$ cat src/rtl/usb_rx_pkg.sv
// Shared types and constants for the USB receive packet path.
package usb_rx_pkg;

  typedef enum logic [1:0] {
    StIdle,
    StData,
    StEop,
    StErrWait
  } state_e;

  typedef enum logic [2:0] {
    ErrOk     = 3'd0,
    ErrStuff  = 3'd1,
    ErrAlign  = 3'd2,
    ErrBabble = 3'd3,
    ErrShort  = 3'd4,
    ErrEop    = 3'd5
  } pkt_err_e;

  localparam int unsigned STUFF_RUN     = 6;
  localparam int unsigned MAX_BYTES_DEF = 1026;
  localparam int unsigned BYTE_CNT_W    = $clog2(MAX_BYTES_DEF + 1);

endpackage

$ cat src/rtl/usb_rx_pkt_ctrl_if.sv
// Bit-stream, unstuffer and byte/status signals of the receive packet sequencer.
interface usb_rx_pkt_ctrl_if;
  import usb_rx_pkg::*;

  logic       rx_bit;
  logic       rx_valid;
  logic       rx_se0;
  logic       us_in_bit;
  logic       us_in_valid;
  logic       us_out_bit;
  logic       us_out_valid;
  logic [7:0] byte_data;
  logic       byte_valid;
  logic       pkt_start;
  logic       pkt_end;
  pkt_err_e   pkt_err;
  logic       pkt_active;

  modport master (
    output rx_bit, rx_valid, rx_se0, us_out_bit, us_out_valid,
    input  us_in_bit, us_in_valid, byte_data, byte_valid, pkt_start, pkt_end, pkt_err,
           pkt_active
  );

  modport slave (
    input  rx_bit, rx_valid, rx_se0, us_out_bit, us_out_valid,
    output us_in_bit, us_in_valid, byte_data, byte_valid, pkt_start, pkt_end, pkt_err,
           pkt_active
  );

endinterface

$ cat src/rtl/usb_rx_sync_detect.sv
// Counts raw zeros while idle and flags the 1 that completes a valid SYNC.
module usb_rx_sync_detect #(
  parameter int unsigned SYNC_MIN_ZEROS = 6
) (
  input  logic clk,
  input  logic nRST,
  input  logic enable,
  input  logic rx_bit,
  input  logic rx_valid,
  input  logic rx_se0,
  output logic sync_ok
);
  localparam int unsigned     CntW   = $clog2(SYNC_MIN_ZEROS + 1);
  localparam logic [CntW-1:0] CntMax = CntW'(SYNC_MIN_ZEROS);

  logic [CntW-1:0] zero_cnt_q;
  logic            data_beat;

  assign data_beat = enable && rx_valid && !rx_se0;
  assign sync_ok   = data_beat && rx_bit && (zero_cnt_q >= CntMax);

  always_ff @(posedge clk or negedge nRST) begin
    if (!nRST) begin
      zero_cnt_q <= '0;
    end else if (!enable) begin
      zero_cnt_q <= '0;
    end else if (data_beat) begin
      if (rx_bit)                    zero_cnt_q <= '0;
      else if (zero_cnt_q != CntMax) zero_cnt_q <= zero_cnt_q + CntW'(1);
    end
  end

endmodule

$ cat src/rtl/usb_rx_pkt_ctrl.sv
// Receive packet sequencer: SYNC gating, stuff checking, LSB-first byte assembly, EOP status.
// The bit unstuffer lives beside this block; it is reached through the us_* bus signals.
module usb_rx_pkt_ctrl
  import usb_rx_pkg::*;
#(
  parameter int unsigned SYNC_MIN_ZEROS = 6,
  parameter int unsigned MAX_BYTES      = MAX_BYTES_DEF
) (
  input logic              clk,
  input logic              nRST,
  usb_rx_pkt_ctrl_if.slave bus
);
  localparam logic [BYTE_CNT_W-1:0] MaxCnt = BYTE_CNT_W'(MAX_BYTES);
  localparam logic [2:0]            RunMax = 3'(STUFF_RUN);

  state_e                state_q;
  logic [2:0]            raw_ones_q, bit_cnt_q, bit_cnt_nx;
  logic [1:0]            se0_cnt_q;
  logic [BYTE_CNT_W-1:0] byte_cnt_q, byte_cnt_nx;
  logic [7:0]            shift_q, byte_data_q;
  logic                  discard_first_q, flush_q, disc_flush_q;
  logic                  us_in_bit_q, us_in_valid_q, byte_valid_q;
  logic                  pkt_start_q, pkt_end_q, pkt_active_q;
  pkt_err_e              pkt_err_q, eop_err;
  logic                  sync_ok, se0_beat, data_beat, out_side, take, byte_done, babble;

  usb_rx_sync_detect #(
    .SYNC_MIN_ZEROS(SYNC_MIN_ZEROS)
  ) u_sync (
    .clk     (clk),
    .nRST    (nRST),
    .enable  (state_q == StIdle),
    .rx_bit  (bus.rx_bit),
    .rx_valid(bus.rx_valid),
    .rx_se0  (bus.rx_se0),
    .sync_ok (sync_ok)
  );

  always_comb begin
    se0_beat  = bus.rx_valid && bus.rx_se0;
    data_beat = bus.rx_valid && !bus.rx_se0;
    // Bits forwarded just before SE0 still drain out of the unstuffer while in EOP.
    out_side  = (state_q == StData) || (state_q == StEop);
    take      = out_side && bus.us_out_valid && !discard_first_q && !disc_flush_q;
    byte_done = take && (bit_cnt_q == 3'd7);
    babble    = byte_done && (byte_cnt_q == MaxCnt);
    bit_cnt_nx  = take ? bit_cnt_q + 3'd1 : bit_cnt_q;
    byte_cnt_nx = (byte_done && !babble) ? byte_cnt_q + BYTE_CNT_W'(1) : byte_cnt_q;
    if (raw_ones_q == RunMax)       eop_err = ErrStuff;
    else if (se0_cnt_q < 2'd2)      eop_err = ErrEop;
    else if (bit_cnt_nx != 3'd0)    eop_err = ErrAlign;
    else if (byte_cnt_nx == '0)     eop_err = ErrShort;
    else                            eop_err = ErrOk;
  end

  always_ff @(posedge clk or negedge nRST) begin
    if (!nRST) begin
      state_q         <= StIdle;
      raw_ones_q      <= '0;
      bit_cnt_q       <= '0;
      se0_cnt_q       <= '0;
      byte_cnt_q      <= '0;
      shift_q         <= '0;
      byte_data_q     <= '0;
      discard_first_q <= 1'b0;
      flush_q         <= 1'b0;
      disc_flush_q    <= 1'b0;
      us_in_bit_q     <= 1'b0;
      us_in_valid_q   <= 1'b0;
      byte_valid_q    <= 1'b0;
      pkt_start_q     <= 1'b0;
      pkt_end_q       <= 1'b0;
      pkt_active_q    <= 1'b0;
      pkt_err_q       <= ErrOk;
    end else begin
      us_in_bit_q   <= 1'b0;
      us_in_valid_q <= 1'b0;
      byte_valid_q  <= 1'b0;
      pkt_start_q   <= 1'b0;
      pkt_end_q     <= 1'b0;
      flush_q       <= 1'b0;
      disc_flush_q  <= flush_q;

      if (out_side) begin
        if (bus.us_out_valid && !disc_flush_q) discard_first_q <= 1'b0;
        if (take) begin
          shift_q   <= {bus.us_out_bit, shift_q[7:1]};
          bit_cnt_q <= bit_cnt_nx;
        end
        if (byte_done && !babble) begin
          byte_valid_q <= 1'b1;
          byte_data_q  <= {bus.us_out_bit, shift_q[7:1]};
        end
        byte_cnt_q <= byte_cnt_nx;
      end

      unique case (state_q)
        StIdle: begin
          if (sync_ok) begin
            us_in_bit_q     <= 1'b1;
            us_in_valid_q   <= 1'b1;
            discard_first_q <= 1'b1;
            raw_ones_q      <= 3'd1;
            bit_cnt_q       <= '0;
            byte_cnt_q      <= '0;
            se0_cnt_q       <= '0;
            shift_q         <= '0;
            pkt_start_q     <= 1'b1;
            pkt_active_q    <= 1'b1;
            state_q         <= StData;
          end
        end
        StData: begin
          if (babble) begin
            pkt_end_q    <= 1'b1;
            pkt_err_q    <= ErrBabble;
            pkt_active_q <= 1'b0;
            se0_cnt_q    <= '0;
            state_q      <= StErrWait;
          end else if (se0_beat) begin
            us_in_valid_q <= 1'b1;
            flush_q       <= 1'b1;
            se0_cnt_q     <= 2'd1;
            state_q       <= StEop;
          end else if (data_beat) begin
            if ((raw_ones_q == RunMax) && bus.rx_bit) begin
              pkt_end_q    <= 1'b1;
              pkt_err_q    <= ErrStuff;
              pkt_active_q <= 1'b0;
              se0_cnt_q    <= '0;
              state_q      <= StErrWait;
            end else begin
              us_in_bit_q   <= bus.rx_bit;
              us_in_valid_q <= 1'b1;
              raw_ones_q    <= (bus.rx_bit && raw_ones_q != RunMax) ? raw_ones_q + 3'd1 : 3'd0;
            end
          end
        end
        StEop: begin
          // A nonzero se0_cnt_q carried into ERR_WAIT marks the flush as already done.
          if (babble) begin
            pkt_end_q    <= 1'b1;
            pkt_err_q    <= ErrBabble;
            pkt_active_q <= 1'b0;
            state_q      <= StErrWait;
          end else if (se0_beat) begin
            if (se0_cnt_q != 2'd3) se0_cnt_q <= se0_cnt_q + 2'd1;
          end else if (data_beat) begin
            pkt_end_q    <= 1'b1;
            pkt_err_q    <= eop_err;
            pkt_active_q <= 1'b0;
            state_q      <= StIdle;
          end
        end
        StErrWait: begin
          if (se0_beat && se0_cnt_q == 2'd0) begin
            us_in_valid_q <= 1'b1;
            flush_q       <= 1'b1;
            se0_cnt_q     <= 2'd1;
          end else if (data_beat && se0_cnt_q != 2'd0) begin
            state_q <= StIdle;
          end
        end
        default: state_q <= StIdle;
      endcase
    end
  end

  assign bus.us_in_bit   = us_in_bit_q;
  assign bus.us_in_valid = us_in_valid_q;
  assign bus.byte_data   = byte_data_q;
  assign bus.byte_valid  = byte_valid_q;
  assign bus.pkt_start   = pkt_start_q;
  assign bus.pkt_end     = pkt_end_q;
  assign bus.pkt_err     = pkt_err_q;
  assign bus.pkt_active  = pkt_active_q;

endmodule
$ cat src/flat_wrapper.sv
// flat-port wrapper written by rule: the top's interface ports become plain ports
module usb_rx_pkt_ctrl_flat import usb_rx_pkg::*;
#(
  parameter int unsigned SYNC_MIN_ZEROS = 6,
  parameter int unsigned MAX_BYTES      = MAX_BYTES_DEF
)
  (clk, nRST, bus_rx_bit, bus_rx_valid, bus_rx_se0, bus_us_out_bit, bus_us_out_valid, bus_us_in_bit, bus_us_in_valid, bus_byte_data, bus_byte_valid, bus_pkt_start, bus_pkt_end, bus_pkt_err, bus_pkt_active);
  usb_rx_pkt_ctrl_if bus_i ();
  input logic clk;
  input logic nRST;
  input wire logic [$bits(bus_i.rx_bit)-1:0] bus_rx_bit;
  input wire logic [$bits(bus_i.rx_valid)-1:0] bus_rx_valid;
  input wire logic [$bits(bus_i.rx_se0)-1:0] bus_rx_se0;
  input wire logic [$bits(bus_i.us_out_bit)-1:0] bus_us_out_bit;
  input wire logic [$bits(bus_i.us_out_valid)-1:0] bus_us_out_valid;
  output wire logic [$bits(bus_i.us_in_bit)-1:0] bus_us_in_bit;
  output wire logic [$bits(bus_i.us_in_valid)-1:0] bus_us_in_valid;
  output wire logic [$bits(bus_i.byte_data)-1:0] bus_byte_data;
  output wire logic [$bits(bus_i.byte_valid)-1:0] bus_byte_valid;
  output wire logic [$bits(bus_i.pkt_start)-1:0] bus_pkt_start;
  output wire logic [$bits(bus_i.pkt_end)-1:0] bus_pkt_end;
  output wire logic [$bits(bus_i.pkt_err)-1:0] bus_pkt_err;
  output wire logic [$bits(bus_i.pkt_active)-1:0] bus_pkt_active;
  assign bus_i.rx_bit = bus_rx_bit;
  assign bus_i.rx_valid = bus_rx_valid;
  assign bus_i.rx_se0 = bus_rx_se0;
  assign bus_i.us_out_bit = bus_us_out_bit;
  assign bus_i.us_out_valid = bus_us_out_valid;
  assign bus_us_in_bit = bus_i.us_in_bit;
  assign bus_us_in_valid = bus_i.us_in_valid;
  assign bus_byte_data = bus_i.byte_data;
  assign bus_byte_valid = bus_i.byte_valid;
  assign bus_pkt_start = bus_i.pkt_start;
  assign bus_pkt_end = bus_i.pkt_end;
  assign bus_pkt_err = bus_i.pkt_err;
  assign bus_pkt_active = bus_i.pkt_active;
  usb_rx_pkt_ctrl #(.SYNC_MIN_ZEROS(SYNC_MIN_ZEROS), .MAX_BYTES(MAX_BYTES)) u_core (.clk(clk), .nRST(nRST), .bus(bus_i));
endmodule
$ cat config.mk
export PLATFORM = sky130hd
export DESIGN_NAME = usb_rx_pkt_ctrl_flat
export DESIGN_NICKNAME = d
export VERILOG_FILES = /design/src/rtl/usb_rx_pkg.sv /design/src/rtl/usb_rx_pkt_ctrl_if.sv /design/src/rtl/usb_rx_sync_detect.sv /design/src/rtl/usb_rx_pkt_ctrl.sv /design/src/flat_wrapper.sv
export SDC_FILE = /design/constraint.sdc
export NUM_CORES = 1
export LEC_CHECK = 0
export ABC_AREA = 1
export ABC_CLOCK_PERIOD_IN_PS = 3900
export BUFFER_PORTS_ARGS = -buffer_cell sky130_fd_sc_hd__buf_2
export CAP_MARGIN = 20
export CORE_UTILIZATION = 40
export CTS_CLUSTER_SIZE = 28
export DETAILED_ROUTE_END_ITERATION = 8
export GPL_ROUTABILITY_DRIVEN = 0
export GPL_TIMING_DRIVEN = 0
export MAX_ROUTING_LAYER = met4
export PLACE_DENSITY = 0.64
export SETUP_SLACK_MARGIN = 0.02
export SYNTH_ARGS = -nofsm -noshare
export SYNTH_HDL_FRONTEND = slang
export SYNTH_HIERARCHICAL = 1
export SYNTH_SLANG_ARGS = --single-unit
export TNS_END_PERCENT = 50
$ cat constraint.sdc
create_clock -name clk -period 3.9 [get_ports clk]
set_input_delay 0 -clock clk [delete_from_list [all_inputs] [get_ports clk]]
set_output_delay 0 -clock clk [all_outputs]
set_load 0.01 [all_outputs]
==> results_dict.tcl, run 1 <==
set metrics [dict create \
    run_status "finished clean" \
    slew_violations 0 \
    worstMarginPinSlew_ps 483.5 \
    syn_inst 370 \
    fill_cells 709 \
    rows 30 \
    post-synth-top-area-fraction_pct 44.06 \
    die_w_um 87.10 \
    power_leakage_nw 1.673 \
    grt_first_pass_wirelength_mm 10.58 \
    die_area_um2 7586 \
    ir_drop_mv 0.3728 \
    multi_input_area_um2 1398 \
    yosys.area.top_type "dfrtp_1" \
    fmax_mhz 393.4 \
    ys_seq_area_share_pct 44.06 \
    ios 24 \
    regArea_um2 1276 \
    antenna_found_initial 0 \
    grtUsageTotal_pct 18.45 \
    final_nets 426 \
    hp-start "bus_rx_bit" \
    cts_tree "yes" \
    insertion_delay_ps 320 \
    vias 2460 \
    final-hold-violation-count 0 \
    critPathLaunchType "register" \
    firstDrtPassIters 4 \
    r2r_start "u_core/state_q[0]$_DFFE_PN0P_" \
    yosys_warnings 6 \
    critical_path_class "register to register" \
    wl_met2_mm 2.938 \
    ys_types 32 \
    via_per_inst 4.920 \
    cp_max_fo 6 \
    netlist_area_um2 2897 \
    rsz0062_at_grt "false" \
    io_buffers 23 \
    drive_above_1_share_pct 13.12 \
    wl_met1_mm 2.859 \
    initial_core_util_pct 41.94 \
    fp.dieH_um 87.10 \
    ant_nets 0 \
    root_buffer "clkbuf_8" \
    cts_sinks 51 \
    cts_hold_buf 2 \
    finalCriticalPeriod_ps 2542 \
    ys_ff_latch 51 \
    cp.arrival_ps 2800 \
    drt-total-wl_mm 6.111 \
    end_kind "register" \
    stdcell_area_um2 3267 \
    min_period_over_period_pct 65.19 \
    required_ps 4160 \
    relSlewSlack_pct 67.77 \
    finalSetupViolations 0 \
    dpl.hpwl_mm 4.677 \
    dpl_cell_area_um2 3152 \
    grt_max_degree 33 \
    crit_start "u_core/state_q[0]$_DFFE_PN0P_" \
    tns_ps 0 \
    wl_per_cell_um 12.22 \
    synth_nets 393 \
    wl_met3_um 217 \
    synthTopCellsByArea "dfrtp_1 44%, nand2_1 11%, ha_1 6.9%" \
    clk_path_buf_depth 2 \
    drcViolationCount 0 \
    ctsResizeCount 0 \
    grt_overflow 0 \
    power_density_nw_per_um2 645.7 \
    dr.max_layer_used "met4" \
    area_growth_pct 12.79 \
    dr.first_iter.drc_count 137 \
    insertedDiodeCount 0 \
    core_area_um2 6907 \
    htree_levels 2 \
    cts_buffers 5 \
    grt_pass1_vias 2312 \
    skew_ps 9.991 \
    hp-class "input port to register" \
    syn_avg_cell_area_um2 7.828 \
    cts_setup_buffers 0 \
    maxCapViolCount 0 \
    clk_pin_slew_ps 90 \
]
[worst paths after layout]
path | endpoint | slack [ps] | cells after the start
worst max-delay path | u_core/bus.pkt_err[2]$_DFFE_PN0P_ | 1360 | 14
worst min-delay path | u_core/u_sync/zero_cnt_q[0]$_DFFE_PN0P_ | 40 | 4
worst max register to register | u_core/bus.pkt_err[2]$_DFFE_PN0P_ | 1360 | 14
worst min register to register | u_core/disc_flush_q$_DFF_PN0_ | 350 | 0
max in group asynchronous | u_core/discard_first_q$_DFF_PN0_ | 3230 | 3
min in group asynchronous | u_core/byte_cnt_q[9]$_DFF_PN0_ | 160 | 2
[state kept, by name, indices dropped and copies added, names as in the netlist]
signal	count
u_core/bus.byte_data	8
u_core/disc_flush_q	1
u_core/bus.byte_valid	1
u_core/flush_q	1
u_core/byte_cnt_q	11
u_core/bus.pkt_start	1
u_core/shift_q	7
u_core/state_q	2
u_core/bus.us_in_valid	1
u_core/bus.pkt_active	1
u_core/bit_cnt_q	3
u_core/bus.pkt_end	1
u_core/u_sync/zero_cnt_q	3
u_core/se0_cnt_q	2
u_core/bus.pkt_err	3
u_core/discard_first_q	1
u_core/bus.us_in_bit	1
u_core/raw_ones_q	3
[cells in the final DEF (no fill, tap or decap), types with 2 or more instances in the layout]
master,instances
a21oi_1,19
a31oi_1,3
buf_2,24
clkbuf_1,5
clkbuf_8,5
dfrtp_1,51
dlygate4sd3_1,2
ha_1,16
inv_1,50
inv_2,3
inv_6,2
nand2_1,86
nand2_2,4
nand3_1,21
nand4_1,11
nor2_1,34
nor2_2,2
nor2_4,3
nor3_1,6
nor3_2,2
o21a_1,3
o21ai_0,35
o21ai_1,2
o31ai_1,2
[critical path, stage by stage (launching register included)]
cell,delay [ps]
dfrtp_1,430
inv_1,120
ha_1,460
nand2_1,90
nor2_1,360
nand3_1,210
nand2_1,100
nand2_1,70
nor2_1,120
nand3_1,90
nor2_1,140
nand3_1,110
nand2_1,70
nand2_1,60
nand2_1,60
[synth_stat cells (all sizes together)]
master  count
a211oi      1
nor2       40
o211ai      1
nand2      91
o21a        3
o21bai      1
inv        53
nand4      11
nand3      23
clkbuf      5
buf         1
o31ai       2
nor3        8
o21ai      38
ha         16
dfrtp      51
a31oi       3
a21oi      20
xnor2       1
a21o        1
[metrics by stage]
step	worst slack, ps	cells	power [mW]	hold slack, ps	util, %
after floorplan	1900	370	1.522	-295.6	-
after global placement	1444	489	1.773	228.9	45.34
after detailed placement	1413	490	1.796	-18.32	45.63
after CTS	1390	500	2.128	25.75	47.30
after global routing	1116	500	2.305	58.77	47.30
final	1358	500	2.109	36.96	47.30
[metal layers]
| metal | vias up | GRT usage, % |
|---|---|---|
| met4 | 0 | 5.663 |
| met5 | - | - |
| met1 | 1144 | 23.91 |
| met3 | 10 | 2.938 |
| li1 | 1262 | - |
| met2 | 44 | 29.85 |
[cell families (layout without fill, tap and decap cells)]
group,after synthesis,after routing,synth area share (%)
buf+inv,59,93,7.689
flops,51,51,44.06
simple gates,173,173,27.78
fa+ha+maj,16,16,6.911
compound gates,70,70,13.26
xor+xnor,1,1,0.3024
[layout make-up]
cell class,instances,share of cell area (%)
clock inverters,3,0.8043
multi-input cells,260,42.78
clock buffers,5,2.106
plain buffers,6,0.7277
repair buffers,26,4.749
flip-flops and latches,51,39.07
well taps,96,3.677
inverters,53,6.090
[power breakdown]
group	internal (mW)	total [mW]	switching [mW]
clock	0.132	0.326	0.194
combinational	0.336	0.973	0.637
sequential	0.698	0.811	0.113
Note: power is estimated with default switching activity, not from simulation.
==> run 2, diff against run 1 <==
- ABC_AREA: 1 -> 0
- ABC_CLOCK_PERIOD_IN_PS: 3900 -> 2300
- PLACE_DENSITY: 0.64 -> 0.66
- clock period: 3.9 -> 2.3 ns (I/O delays scaled with it)
==> run 2 against run 1 <==
Compared with the run above:
- synthesized cell count shrank 22%
- sequential share of layout area decreased by 1.3 points
- wire length decreased by 1.2%
- register-to-register slack got worse by 1300 ps
- design area grew 3.8%
- non-clock buffer count up 17
- largest power group unchanged
- via count fell by 8.0%
- critical path type unchanged
- global-route usage fell by 0.71 points
==> results_dict.tcl, run 2 <==
set metrics [dict create \
    post-synth-top-area-fraction_pct 45.21 \
    dr.first_iter.drc_count 129 \
    tns_ps 0 \
    htree_levels 2 \
    final_cell_mix "49 x dfrtp_1, 40 x nand2_1, 23 x buf_2" \
    cts_tree "yes" \
    yosys.area.top_type "dfrtp_1" \
    min_period_over_period_pct 96.95 \
    ys_ff_latch 51 \
    synth_edf_count 0 \
    critical-path-max-stage-delay_ps 410 \
    finalSetupViolations 0 \
    wl_per_cell_um 14.15 \
    utilization_pct 49.89 \
    syn_inst 287 \
    drive_above_1_share_pct 22.66 \
    clk_pin_slew_ps 90 \
    insertion_delay_ps 310 \
    ys_async_sr_fraction_pct 100.0 \
    synthTopCellsByArea "dfrtp_1 45%, ha_1 7.1%, nand2_1 5.3%" \
    core_area_um2 6794 \
    critical_path.endpoint "u_core/state_q[0]$_DFFE_PN0P_" \
    antenna_found_initial 0 \
    hp-class "input port to register" \
    top_register "u_core/byte_cnt_q" \
    ant_nets 0 \
    netlist_area_um2 2823 \
    grt_overflow 0 \
    grt_first_pass_wirelength_mm 10.14 \
    fin_ws_ps 70.26 \
    critical_path_class "register to register" \
    cp.arrival_ps 2420 \
    grt_max_degree 31 \
    grt_pass1_vias 2148 \
    slew_violations 0 \
    ys_types 53 \
    vias 2262 \
    area_growth_pct 20.08 \
    hold_slack_ps 30.43 \
    reg2regPathDepth 9 \
    synth_ff_type "dfrtp_1" \
    synth_common_cells "51 x dfrtp_1, 40 x nand2_1, 18 x a21oi_1" \
    run_status "finished clean" \
    r2r_start "u_core/state_q[1]$_DFFE_PN0P_" \
    yosys_warnings 6 \
    cp_max_fo 8 \
    root_buffer "clkbuf_8" \
    rrSetupSlack_ps 70 \
    end_kind "register" \
    insertedDiodeCount 0 \
    final_common_cell "dfrtp_1" \
    reg2reg_to "u_core/state_q[0]$_DFFE_PN0P_" \
    p_total_mw 3.659 \
    crit_chain "inv_4 > ha_4 > buf_6 > and4bb_2 > and4_4 > buf_6 > nand3b_1 > nand4_1 > o32a_1" \
    hold_depth 4 \
    largest_reg_flops 11 \
    cts_buffers 5 \
    final_nets 353 \
    die_area_um2 7397 \
    fmax_mhz 448.5 \
    finalCriticalPeriod_ps 2230 \
    dpl.hpwl_mm 4.166 \
    syn_avg_cell_area_um2 9.835 \
    final-hold-violation-count 0 \
    path_common_cell "buf_6" \
    maxCapViolCount 0 \
    power_leakage_nw 1.549 \
    power_density_nw_per_um2 1079 \
    ir_drop_mv 0.4863 \
    drcViolationCount 0 \
    initial_core_util_pct 41.55 \
    place_ws_ps -338.5 \
    worstMarginPinSlew_ps 537.1 \
    yosysMostFrequentCell "dfrtp_1" \
    drt-total-wl_mm 6.040 \
    firstDrtPassIters 4 \
    die_w_um 86.01 \
    ys_seq_area_share_pct 45.21 \
    critPathLaunchType "register" \
    hp-start "bus_us_out_valid" \
    fp.dieH_um 86.01 \
    crit_path_top_delay_cell "dfrtp_2" \
    relSlewSlack_pct 64.19 \
    crit_start "u_core/state_q[1]$_DFFE_PN0P_" \
    required_ps 2490 \
    grtUsageTotal_pct 17.74 \
    synth_nets 310 \
    io_buffers 23 \
    skew_ps 9.135 \
    clk_path_buf_depth 2 \
    ios 24 \
    via_per_inst 5.297 \
    cts_sinks 51 \
    rows 30 \
]
-- run 2: cell count changes after synthesis, moves of 6 or more --
| cell | before | now |
|---|---|---|
| nand2_1 | 86 | 40 |
| nor3_1 | 6 | 13 |
| inv_1 | 50 | 14 |
| nand3_1 | 21 | 6 |
| mux2_4 | 0 | 6 |
| nor2_1 | 34 | 15 |
| nand2b_1 | 0 | 6 |
| o21ai_0 | 35 | 10 |
-- run 2: area by class of cell --
cell class / instances / area (um^2)
inverter: 14 / 55.05
multi-input combinational: 209 / 1494
fill: 622 / 3405
tap: 96 / 120.1
timing repair buffer: 36 / 230.2
clock buffer: 5 / 68.82
buffer: 13 / 75.07
clock inverter: 3 / 67.56
sequential: 51 / 1279
-- run 2: power by group --
part	leakage, nW	switching (mW)	internal, mW	total (mW)
Clock	0.0644	0.302	0.434	0.736
Sequential	0.672	0.172	1.13	1.31
Combinational	0.812	0.845	0.770	1.62
-- run 2: per-layer routing --
| metal | global-route usage (%) | part of all wire [%] |
|---|---|---|
| met4 | 5.758 | 0.76 |
| met3 | 3.080 | 4.2 |
| met2 | 25.61 | 46 |
| met5 | - | 0 |
| met1 | 25.18 | 49 |
-- run 2: cell families after synthesis --
| kind of cell | Yosys count | synth area share [%] |
|---|---|---|
| mux | 15 | 6.560 |
| compound gates | 58 | 13.56 |
| simple gates | 113 | 21.45 |
| flops | 51 | 45.21 |
| buf+inv | 27 | 3.945 |
| xor+xnor | 7 | 2.172 |
| fa+ha+maj | 16 | 7.092 |
-- run 2: through the flow --
step | instances | cell area, um^2
global route | 427 | 3390
floorplan | 287 | 2829
finish | 427 | 3390
detailed placement | 407 | 3084
CTS | 422 | 3309
global placement | 406 | 3064
-- run 2: timing repair --
| action | 4_1_cts | 5_1_grt |
|---|---|---|
| setup buffers | 5 | 5 |
| resized for setup | 12 | 12 |
| endpoints found under the hold margin | 23 | 0 |
| gates cloned | 0 | 0 |
| hold buffers | 2 | 0 |
| pin swaps | 2 | 4 |
| setup endpoints to repair | 25 | 38 |
-- run 2: worst min-delay path by stage --
stage,endpoint,slack [ps]
3_5_place_dp,u_core/bus.pkt_start$_DFF_PN0_,10
5_1_grt,u_core/discard_first_q$_DFF_PN0_,40
6_report,u_core/discard_first_q$_DFF_PN0_,30
4_1_cts,u_core/discard_first_q$_DFF_PN0_,20
2_1_floorplan,u_core/bit_cnt_q[0]$_DFF_PN0_,-300
3_3_place_gp,u_core/shift_q[7]$_DFF_PN0_,250
-- run 2: worst max-delay path, delay by kind of cell (launching register included) --
| family | cells | cell delay (ps) |
|---|---|---|
| AO/OA/AOI/OAI | 1 | 320 |
| adder cells (fa/ha/maj) | 1 | 260 |
| buffers and inverters | 3 | 310 |
| flip-flops | 1 | 410 |
| AND/OR/NAND/NOR | 4 | 820 |
==> run 3, diff against run 2 <==
- ABC_CLOCK_PERIOD_IN_PS: 2300 -> 2500
- PLACE_DENSITY: 0.66 -> 0.64
- clock period: 2.3 -> 2.5 ns (I/O delays scaled with it)
==> run 3 against run 2 <==
Compared with the run above:
- clock skew is 1.6 ps higher
- sequential share of layout area up 1.4 points
- critical endpoint unchanged
- critical path type unchanged
- setup slack improved by 100 ps
- maximum frequency down 4.3%
- total power decreased by 17%
==> results_dict.tcl, run 3 (synthesis gave the netlist of run 2 again) <==
set metrics [dict create \
    run_status "finished clean" \
    finalSetupViolations 0 \
    stdcell_count 420 \
    final-hold-violation-count 0 \
    root_buffer "clkbuf_8" \
    final_cell_mix "51 x dfrtp_1, 40 x nand2_1, 23 x buf_2" \
    relSlewSlack_pct 65.06 \
    grt_max_degree 32 \
    cts_buffers 5 \
    top_register "u_core/byte_cnt_q" \
    core_area_um2 6794 \
    final_common_cell "dfrtp_1" \
    insertedDiodeCount 0 \
    cts_sinks 51 \
    grt_first_pass_wirelength_mm 10.20 \
    fp.dieH_um 86.01 \
    clk_pin_slew_ps 90 \
    final_nets 346 \
    rsz0062_at_grt "false" \
    crit_start "u_core/state_q[0]$_DFFE_PN0P_" \
    area_growth_pct 15.60 \
    dpl.hpwl_mm 4.210 \
    placed_cells 407 \
    skew_ps 10.77 \
    htree_levels 2 \
    maxCapViolCount 0 \
    ir_drop_mv 0.3860 \
    slew_violations 0 \
    grtUsageTotal_pct 17.89 \
    drcViolationCount 0 \
    io_buffers 23 \
    die_area_um2 7397 \
    grt_overflow 0 \
    die_w_um 86.01 \
    hp-start "bus_us_out_valid" \
    fmax_mhz 429.4 \
    antenna_found_initial 0 \
    rows 30 \
    cp.arrival_ps 2510 \
    hp-class "input port to register" \
    drive_above_1_share_pct 18.21 \
    power_leakage_nw 1.495 \
    min_period_over_period_pct 93.16 \
    required_ps 2680 \
    wl_per_cell_um 13.99 \
    grt_pass1_vias 2100 \
    dr.first_iter.drc_count 146 \
    cp_max_fo 10 \
    power_density_nw_per_um2 935.5 \
    finalCriticalPeriod_ps 2329 \
    end_kind "register" \
    fill_cells 640 \
    critPathLaunchType "register" \
    largest_reg_flops 11 \
    ios 24 \
    vias 2200 \
    clk_path_buf_depth 2 \
    firstDrtPassIters 4 \
    drt-total-wl_mm 5.877 \
    insertion_delay_ps 300 \
    critical_path_class "register to register" \
    p_total_mw 3.053 \
    initial_core_util_pct 41.55 \
    via_per_inst 5.238 \
    r2r_start "u_core/state_q[0]$_DFFE_PN0P_" \
    ant_nets 0 \
    worstMarginPinSlew_ps 524.0 \
    cts_tree "yes" \
]
run 3: worst paths after layout:
path	depth (start not counted)	to	slack (ps)
worst max-delay path	9	u_core/state_q[0]$_DFFE_PN0P_	170
max in group asynchronous	3	u_core/se0_cnt_q[0]$_DFFE_PN0P_	1750
worst max register to register	9	u_core/state_q[0]$_DFFE_PN0P_	170
min in group asynchronous	2	u_core/bus.pkt_start$_DFF_PN0_	200
worst min register to register	0	u_core/disc_flush_q$_DFF_PN0_	360
worst min-delay path	4	u_core/discard_first_q$_DFF_PN0_	20
run 3: critical path: stages (launching register included):
cell	delay [ps]
dfrtp_1	390
inv_1	130
ha_1	240
clkbuf_4	180
and4bb_2	240
and4_4	200
buf_6	140
o21ai_0	170
nand4_1	150
o32a_1	360
run 3: timing repair:
item / CTS / global route
pin swaps: 0 / 1
hold buffers: 2 / 0
endpoints found under the hold margin: 22 / 0
setup endpoints to repair: 6 / 10
gates resized for setup: 4 / 7
buffers inserted: 2 / 1
cloned: 0 / 0
run 3: cell type report:
cell class / count / area [um^2] / area share [%]
timing repair buffer: 29 / 177.7 / 5.445
sequential: 51 / 1276 / 39.11
multi-input combinational: 209 / 1464 / 44.86
clock inverter: 1 / 7.507 / 0.2301
inverter: 14 / 52.55 / 1.610
tap: 96 / 120.1 / 3.681
buffer: 13 / 68.82 / 2.109
clock buffer: 7 / 96.34 / 2.952
run 3: layer usage:
metal	up-vias	track usage, %	share of wire [%]
li1	1094	-	-
met1	1066	25.95	51
met2	35	26.05	45
met3	5	3.080	2.7
met4	0	4.091	0.82
met5	-	-	0
run 3: stage by stage:
stage	hold WS (ps)	area, um^2	utilization (%)	setup WS [ps]	setup TNS, ps
after floorplan	-295.6	2823	-	215.7	0
after global placement	257.5	3058	45.01	-182.8	-340.8
after detailed placement	10.78	3078	45.30	-204.6	-420.2
after CTS	5.472	3234	47.61	49.05	0
after global routing	38.52	3263	48.03	39.37	0
final	18.38	3263	48.03	171.1	0
run 3: report_power, final:
part           switching [mW]  internal (mW)  total [mW]
registers               0.156           1.04        1.20
logic                   0.734          0.599        1.33
clock network           0.270          0.252       0.522
